File: src/rtl/bus_grant_scheduler_if.sv
// Request/grant bundle between the per-master port decoders, the scheduler and the bus muxes.
// The scheduler uses the slave modport; the request side uses the master modport.
interface bus_grant_scheduler_if #(
  parameter int NO_MASTERS = 2,
  parameter int NO_SLAVES  = 3,
  parameter int S_ID_WIDTH = $clog2(NO_SLAVES + 1),
  parameter int M_ID_WIDTH = $clog2(NO_MASTERS)
) ();
  logic [NO_MASTERS-1:0]            req;
  logic [NO_MASTERS*S_ID_WIDTH-1:0] req_slave;
  logic [NO_MASTERS-1:0]            done;
  logic [NO_MASTERS-1:0]            grant;
  logic [NO_MASTERS-1:0]            preempt;
  logic [M_ID_WIDTH-1:0]            master_select;
  logic [S_ID_WIDTH-1:0]            slave_select;
  logic [S_ID_WIDTH+M_ID_WIDTH-1:0] bus_state;
  logic                             bus_busy;

  modport slave (
    input  req, req_slave, done,
    output grant, preempt, master_select, slave_select, bus_state, bus_busy
  );

  modport master (
    output req, req_slave, done,
    input  grant, preempt, master_select, slave_select, bus_state, bus_busy
  );
endinterface

File: src/rtl/bus_grant_scheduler.sv
// Round-robin bus-ownership scheduler: one owner at a time, registered mux selects and bus_state.
// Define SCHED_PREEMPT_EN to build the PREEMPT state that asks a long-holding owner to release.
module bus_grant_scheduler #(
  parameter int NO_MASTERS = 2,
  parameter int NO_SLAVES  = 3,
  parameter int THRESH     = 1000,
  parameter int S_ID_WIDTH = $clog2(NO_SLAVES + 1),
  parameter int M_ID_WIDTH = $clog2(NO_MASTERS)
) (
  input logic                  clk,
  input logic                  rst,
  bus_grant_scheduler_if.slave bus
);
  localparam int H_WIDTH = $clog2(THRESH + 1);

`ifdef SCHED_PREEMPT_EN
  typedef enum logic [1:0] {S_IDLE, S_ACTIVE, S_PREEMPT, S_RELEASE} state_e;
`else
  typedef enum logic [1:0] {S_IDLE, S_ACTIVE, S_RELEASE} state_e;
`endif

  state_e                           state_q, state_d;
  logic [NO_MASTERS-1:0]            grant_q, grant_d;
  logic [M_ID_WIDTH-1:0]            master_select_q, master_select_d;
  logic [S_ID_WIDTH-1:0]            slave_select_q, slave_select_d;
  logic [S_ID_WIDTH+M_ID_WIDTH-1:0] bus_state_q, bus_state_d;
  logic                             bus_busy_q, bus_busy_d;
  logic [M_ID_WIDTH-1:0]            rr_ptr_q, rr_ptr_d;
  logic [H_WIDTH-1:0]               hold_cnt_q, hold_cnt_d;

  logic [NO_MASTERS-1:0]            valid;
  logic                             win_found;
  logic [M_ID_WIDTH-1:0]            win_idx;
  logic                             owner_release;

  // A request only counts when its slave ID names a real slave.
  for (genvar gi = 0; gi < NO_MASTERS; gi++) begin : g_valid
    assign valid[gi] = bus.req[gi]
                    && (bus.req_slave[gi*S_ID_WIDTH +: S_ID_WIDTH] != '0)
                    && (32'(bus.req_slave[gi*S_ID_WIDTH +: S_ID_WIDTH]) <= 32'(NO_SLAVES));
  end

  // Scan from the farthest candidate back to rr_ptr so the nearest valid one wins.
  always_comb begin
    int unsigned p;
    p         = 0;
    win_found = 1'b0;
    win_idx   = '0;
    for (int k = NO_MASTERS - 1; k >= 0; k--) begin
      p = 32'(rr_ptr_q) + 32'(k);
      if (p >= 32'(NO_MASTERS)) p = p - 32'(NO_MASTERS);
      if (valid[p]) begin
        win_found = 1'b1;
        win_idx   = M_ID_WIDTH'(p);
      end
    end
  end

  assign owner_release = bus.done[master_select_q] || !bus.req[master_select_q];

`ifdef SCHED_PREEMPT_EN
  logic [NO_MASTERS-1:0] preempt_q, preempt_d;
  logic                  other_pending;
  assign other_pending = |(valid & ~grant_q);
`endif

  always_comb begin
    state_d         = state_q;
    grant_d         = grant_q;
    master_select_d = master_select_q;
    slave_select_d  = slave_select_q;
    bus_busy_d      = bus_busy_q;
    rr_ptr_d        = rr_ptr_q;
    hold_cnt_d      = hold_cnt_q;
`ifdef SCHED_PREEMPT_EN
    preempt_d       = '0;
`endif
    case (state_q)
      S_IDLE: begin
        if (win_found) begin
          state_d         = S_ACTIVE;
          grant_d         = {{(NO_MASTERS-1){1'b0}}, 1'b1} << win_idx;
          master_select_d = win_idx;
          slave_select_d  = bus.req_slave[win_idx*S_ID_WIDTH +: S_ID_WIDTH];
          bus_busy_d      = 1'b1;
          hold_cnt_d      = '0;
        end
      end
      S_ACTIVE: begin
        if (hold_cnt_q != H_WIDTH'(THRESH)) hold_cnt_d = hold_cnt_q + 1'b1;
        if (owner_release) begin
          state_d        = S_RELEASE;
          grant_d        = '0;
          slave_select_d = '0;
          bus_busy_d     = 1'b0;
        end
`ifdef SCHED_PREEMPT_EN
        else if (hold_cnt_q == H_WIDTH'(THRESH) && other_pending) begin
          state_d   = S_PREEMPT;
          preempt_d = grant_q;
        end
`endif
      end
`ifdef SCHED_PREEMPT_EN
      S_PREEMPT: begin
        if (owner_release) begin
          state_d        = S_RELEASE;
          grant_d        = '0;
          slave_select_d = '0;
          bus_busy_d     = 1'b0;
        end
      end
`endif
      S_RELEASE: begin
        state_d  = S_IDLE;
        rr_ptr_d = (master_select_q == M_ID_WIDTH'(NO_MASTERS - 1)) ? '0
                                                                    : master_select_q + 1'b1;
      end
      default: state_d = S_IDLE;
    endcase
    bus_state_d = bus_busy_d ? {slave_select_d, master_select_d} : '0;
  end

  always_ff @(posedge clk) begin
    if (rst) begin
      state_q         <= S_IDLE;
      grant_q         <= '0;
      master_select_q <= '0;
      slave_select_q  <= '0;
      bus_state_q     <= '0;
      bus_busy_q      <= 1'b0;
      rr_ptr_q        <= '0;
      hold_cnt_q      <= '0;
    end else begin
      state_q         <= state_d;
      grant_q         <= grant_d;
      master_select_q <= master_select_d;
      slave_select_q  <= slave_select_d;
      bus_state_q     <= bus_state_d;
      bus_busy_q      <= bus_busy_d;
      rr_ptr_q        <= rr_ptr_d;
      hold_cnt_q      <= hold_cnt_d;
    end
  end

`ifdef SCHED_PREEMPT_EN
  always_ff @(posedge clk) begin
    if (rst) preempt_q <= '0;
    else     preempt_q <= preempt_d;
  end
  assign bus.preempt = preempt_q;
`else
  assign bus.preempt = '0;
`endif

  assign bus.grant         = grant_q;
  assign bus.master_select = master_select_q;
  assign bus.slave_select  = slave_select_q;
  assign bus.bus_state     = bus_state_q;
  assign bus.bus_busy      = bus_busy_q;
endmodule
File: src/flat_wrapper.sv
// flat-port wrapper written by rule: the top's interface ports become plain ports
module bus_grant_scheduler_flat 
#(
  parameter int NO_MASTERS = 2,
  parameter int NO_SLAVES  = 3,
  parameter int THRESH     = 1000,
  parameter int S_ID_WIDTH = $clog2(NO_SLAVES + 1),
  parameter int M_ID_WIDTH = $clog2(NO_MASTERS)
)
  (clk, rst, bus_req, bus_req_slave, bus_done, bus_grant, bus_preempt, bus_master_select, bus_slave_select, bus_bus_state, bus_bus_busy);
  bus_grant_scheduler_if #(.NO_MASTERS(NO_MASTERS), .NO_SLAVES(NO_SLAVES), .S_ID_WIDTH(S_ID_WIDTH), .M_ID_WIDTH(M_ID_WIDTH)) bus_i ();
  input logic clk;
  input logic rst;
  input wire logic [$bits(bus_i.req)-1:0] bus_req;
  input wire logic [$bits(bus_i.req_slave)-1:0] bus_req_slave;
  input wire logic [$bits(bus_i.done)-1:0] bus_done;
  output wire logic [$bits(bus_i.grant)-1:0] bus_grant;
  output wire logic [$bits(bus_i.preempt)-1:0] bus_preempt;
  output wire logic [$bits(bus_i.master_select)-1:0] bus_master_select;
  output wire logic [$bits(bus_i.slave_select)-1:0] bus_slave_select;
  output wire logic [$bits(bus_i.bus_state)-1:0] bus_bus_state;
  output wire logic [$bits(bus_i.bus_busy)-1:0] bus_bus_busy;
  assign bus_i.req = bus_req;
  assign bus_i.req_slave = bus_req_slave;
  assign bus_i.done = bus_done;
  assign bus_grant = bus_i.grant;
  assign bus_preempt = bus_i.preempt;
  assign bus_master_select = bus_i.master_select;
  assign bus_slave_select = bus_i.slave_select;
  assign bus_bus_state = bus_i.bus_state;
  assign bus_bus_busy = bus_i.bus_busy;
  bus_grant_scheduler #(.NO_MASTERS(NO_MASTERS), .NO_SLAVES(NO_SLAVES), .THRESH(THRESH), .S_ID_WIDTH(S_ID_WIDTH), .M_ID_WIDTH(M_ID_WIDTH)) u_core (.clk(clk), .rst(rst), .bus(bus_i));
endmodule
File: config.mk
export PLATFORM = sky130hd
export DESIGN_NAME = bus_grant_scheduler_flat
export DESIGN_NICKNAME = d
export VERILOG_FILES = /design/src/rtl/bus_grant_scheduler_if.sv /design/src/rtl/bus_grant_scheduler.sv /design/src/flat_wrapper.sv
export SDC_FILE = /design/constraint.sdc
export NUM_CORES = 1
export LEC_CHECK = 0
export BUFFER_PORTS_ARGS = -buffer_cell sky130_fd_sc_hd__buf_4
export CAP_MARGIN = 20
export CORE_ASPECT_RATIO = 0.9
export CORE_MARGIN = 3
export CORE_UTILIZATION = 42
export CTS_CLUSTER_DIAMETER = 200
export CTS_CLUSTER_SIZE = 28
export DETAILED_ROUTE_END_ITERATION = 10
export GPL_TIMING_DRIVEN = 0
export PLACE_DENSITY = 0.81
export SYNTH_ARGS = -nofsm -noshare
export SYNTH_HDL_FRONTEND = slang
export SYNTH_SLANG_ARGS = --single-unit
export TNS_END_PERCENT = 1
File: constraint.sdc
create_clock -name clk -period 1.29 [get_ports clk]
set_input_delay 0.0645 -clock clk [delete_from_list [all_inputs] [get_ports clk]]
set_output_delay 0.0645 -clock clk [all_outputs]
set_load 0.005 [all_outputs]
==> run_results.csv <==
group,metric,value,unit
outcome,status,"complete, but fails checks",
outcome,failed_checks,"negative setup slack",
route,vias,614,
worst_hold_path,hp-class,"input port to register",
logic_synthesis,synthesis.instances,67,
logic_synthesis,synth_top_family_by_area,"compound AO/OA/AOI/OAI gates",
sta,tightest_slew,0.537,ns
clock_network,cts-root-buf,"clkbuf_4",
worst_setup_path,critical_path_class,"register to register",
sta,hold_ws,0.169,ns
global_route,grt_max_degree,10,
worst_setup_path,cp_max_fo,4,
logic_synthesis,synth_fa_ha_area_share,0,%
die,io_pins,21,
route,drt_iter0_markers,14,
job,max_cap_viol_count,0,
sta,finalWorstSetupSlack,-0.0767,ns
cells_and_area,drive_above_1_share,48.9,%
die,rows,12,
sta,setup_tns,-0.226,ns
sta,finClkSkew,0.00465,ns
sta,rsz0062_at_grt,"yes",
global_route,grt.total_usage,19.4,%
route,wl_per_cell,16.1,µm
logic_synthesis,yosysSeqAreaShare,39.2,%
cells_and_area,fin_util,66.8,%
worst_setup_path,max_stage_delay,0.43,ns
clock_network,clkTransAtPathRegs,0.07,ns
clock_network,cts_buffer_depth,2,
clock_network,cts_max_level,1,
placed_design,portBuffers,17,
logic_synthesis,synth_xor_xnor_area_share,0,%
die,core,1310,µm²
logic_synthesis,yosys-mux-area-fraction,0,%
placed_design,dp_hpwl,1110,µm
clock_network,cts_tree,"yes",
die,die_w,46.3,µm
placed_design,dp_slack,-0.200,ns
cells_and_area,final_common_cell,"buf_4",
cells_and_area,num-fill-cells,110,
logic_synthesis,ys_warn_count,0,
power_and_ir_drop,max-vdd-ir-drop,0.000731,V
clock_network,cts_num_sinks,12,
cells_and_area,design_area,872,µm²
cells_and_area,fin_nets,101,
worst_setup_path,worstReg2RegStart,"u_core.bus.master_select$_SDFF_PP0_",
sta,post-route-min-period,1.37,ns
power_and_ir_drop,powerDensity,1180,nW/µm²
sta,hold_viol,0,
cells_and_area,syn_to_final_growth,42.2,%
worst_setup_path,arrival,1.56,ns
route,routed_wl,1680,µm
die,die_area,1950,µm²
sta,setup_viol,7,
route,detail_route.vias_per_cell,5.90,
worst_setup_path,reg2reg_depth,4,
route,dr.pass1.iters,4,
worst_hold_path,min_to,"u_core.bus.master_select$_SDFF_PP0_",
sta,min_period_over_period,106,%
route,drcViolationCount,0,
die,start_util,46.9,%
placed_design,finalWeightedCongestion,0.803,
worst_setup_path,crit_slowest_cell,"or3b_4",
global_route,grt.overflow.total,0,
worst_setup_path,critPathLaunchType,"register",
worst_setup_path,ff2ff_setup_slack,-0.08,ns
worst_setup_path,worstPathCellList,"or3b_4, a21boi_4, o41ai_2, a21oi_1",
placed_design,place_area,762,µm²
clock_network,cts_made_buffers,3,
power_and_ir_drop,p_leak,0.383,nW
sta,max_clock_freq,0.732,GHz
logic_synthesis,syn-cell-area,613,µm²
global_route,grt_pass1_vias,619,
logic_synthesis,ys_ff_latch,12,
die,die_h,42.2,µm
worst_setup_path,endpoint_kind,"register",
global_route,grt_pass1_wl,2780,µm
logic_synthesis,synth_compound_area_share,32.2,%
worst_setup_path,reg2reg_to,"u_core.bus.slave_select[0]$_SDFF_PP0_",
worst_hold_path,hold_depth,2,
cells_and_area,mostFrequentLayoutCells,"buf_4, dfxtp_1, a21oi_1",
worst_setup_path,required,1.49,ns
cells_and_area,antenna_cells,0,
logic_synthesis,avgSynthCellArea,9.15,µm²
worst_hold_path,hold_start,"rst",
route,drtAntennaViolNets,0,
sta,slew_headroom,63.9,%
global_route,grt_antenna_before_repair,0,
clock_network,insertion_delay,0.27,ns
sta,slew_viol_final,0,
logic_synthesis,yosysUniqueCellTypes,29,
logic_synthesis,yosys.area_share.simple,18.2,%
## state kept, by name, indices dropped and copies added, names as in the netlist
register and cells:
u_core.bus.bus_busy 1, u_core.bus.bus_state 3, u_core.bus.grant 2, u_core.bus.master_select 1, u_core.bus.slave_select 2, u_core.rr_ptr_q 1
u_core.state_q 2
## worst max-delay path: cells and delay by family, from the launching register on
family / cells / cell delay, ns
and+or+nand+nor: 1 / 0.43
DFF: 1 / 0.36
AOI/OAI and AO/OA: 3 / 0.51
## cell families (layout without fill, tap and decap cells)
| group | Yosys count | in the layout |
|---|---|---|
| AO/OA/AOI/OAI | 27 | 27 |
| AND/OR/NAND/NOR | 17 | 17 |
| flip-flops | 12 | 12 |
| buffers and inverters | 10 | 32 |
| other | 1 | 2 |
## through the flow
step | instances | power [mW]
6_report | 104 | 1.03
3_5_place_dp | 99 | 0.689
5_1_grt | 104 | 1.09
4_1_cts | 104 | 1.02
3_3_place_gp | 99 | 0.682
2_1_floorplan | 68 | 0.588
## worst max-delay path by stage
| stage | startpoint | to | slack (ns) |
|---|---|---|---|
| 6_report | u_core.bus.master_select$_SDFF_PP0_ | u_core.bus.slave_select[0]$_SDFF_PP0_ | -0.08 |
| 3_5_place_dp | u_core.state_q[1]$_SDFFE_PP0P_ | u_core.bus.bus_state[0]$_SDFF_PP0_ | -0.20 |
| 3_3_place_gp | u_core.state_q[1]$_SDFFE_PP0P_ | u_core.bus.master_select$_SDFF_PP0_ | -0.18 |
| 2_1_floorplan | u_core.state_q[1]$_SDFFE_PP0P_ | u_core.bus.bus_state[0]$_SDFF_PP0_ | -0.08 |
| 5_1_grt | u_core.bus.master_select$_SDFF_PP0_ | u_core.bus.slave_select[0]$_SDFF_PP0_ | -0.13 |
| 4_1_cts | u_core.rr_ptr_q$_SDFFE_PP0N_ | u_core.bus.slave_select[0]$_SDFF_PP0_ | -0.04 |
## cell usage after synthesis, drive strengths merged
library cell | number | area share, %
a2111oi | 1 | 2.4
a211oi | 3 | 3.7
a21boi | 1 | 1.8
a21oi | 8 | 6.5
a311oi | 2 | 4.9
and3b | 3 | 4.3
buf | 5 | 6.7
conb | 1 | 0.61
dfxtp | 12 | 39
inv | 5 | 3.1
nand2 | 2 | 1.6
nand2b | 1 | 1.0
nand3b | 1 | 1.2
nor2 | 4 | 2.4
nor2b | 1 | 1.0
nor4b | 1 | 1.4
o211ai | 1 | 1.2
o21ai | 6 | 4.9
o221ai | 1 | 1.4
o31ai | 2 | 2.4
o41ai | 2 | 2.9
or2 | 1 | 1.0
or2b | 1 | 1.2
or3b | 2 | 2.9
## layer usage
layer	global-route usage (%)	share of wire, %	up-vias	wire length, µm
met5	0	0	-	0
met4	5.68	1.3	0	21
met3	9.01	7.3	4	123
met2	31.9	51	23	853
met1	21.6	41	300	680
li1	-	-	287	-
## repair_timing
| item | in CTS | in global routing |
|---|---|---|
| setup endpoints to repair | 9 | 9 |
| pin swaps | 7 | 5 |
| gates resized for setup | 17 | 2 |
| cloned | 0 | 0 |
| hold buffers | 0 | 0 |
| buffers inserted | 3 | 0 |
## power breakdown
| group | internal (mW) | switching, mW |
|---|---|---|
| Clock | 0.172 | 0.123 |
| Sequential | 0.410 | 0.0323 |
| Combinational | 0.148 | 0.142 |
## layout make-up
type / instances / area [µm²] / share of cell area [%]
clock buffers: 4 / 36.3 / 4.16
plain buffers: 3 / 18.8 / 2.15
flip-flops and latches: 12 / 251 / 28.8
repair buffers: 20 / 150 / 17.2
multi-input cells: 46 / 379 / 43.5
inverters: 5 / 18.8 / 2.15
well taps: 14 / 17.5 / 2.01
(Power assumes the default switching activity.)
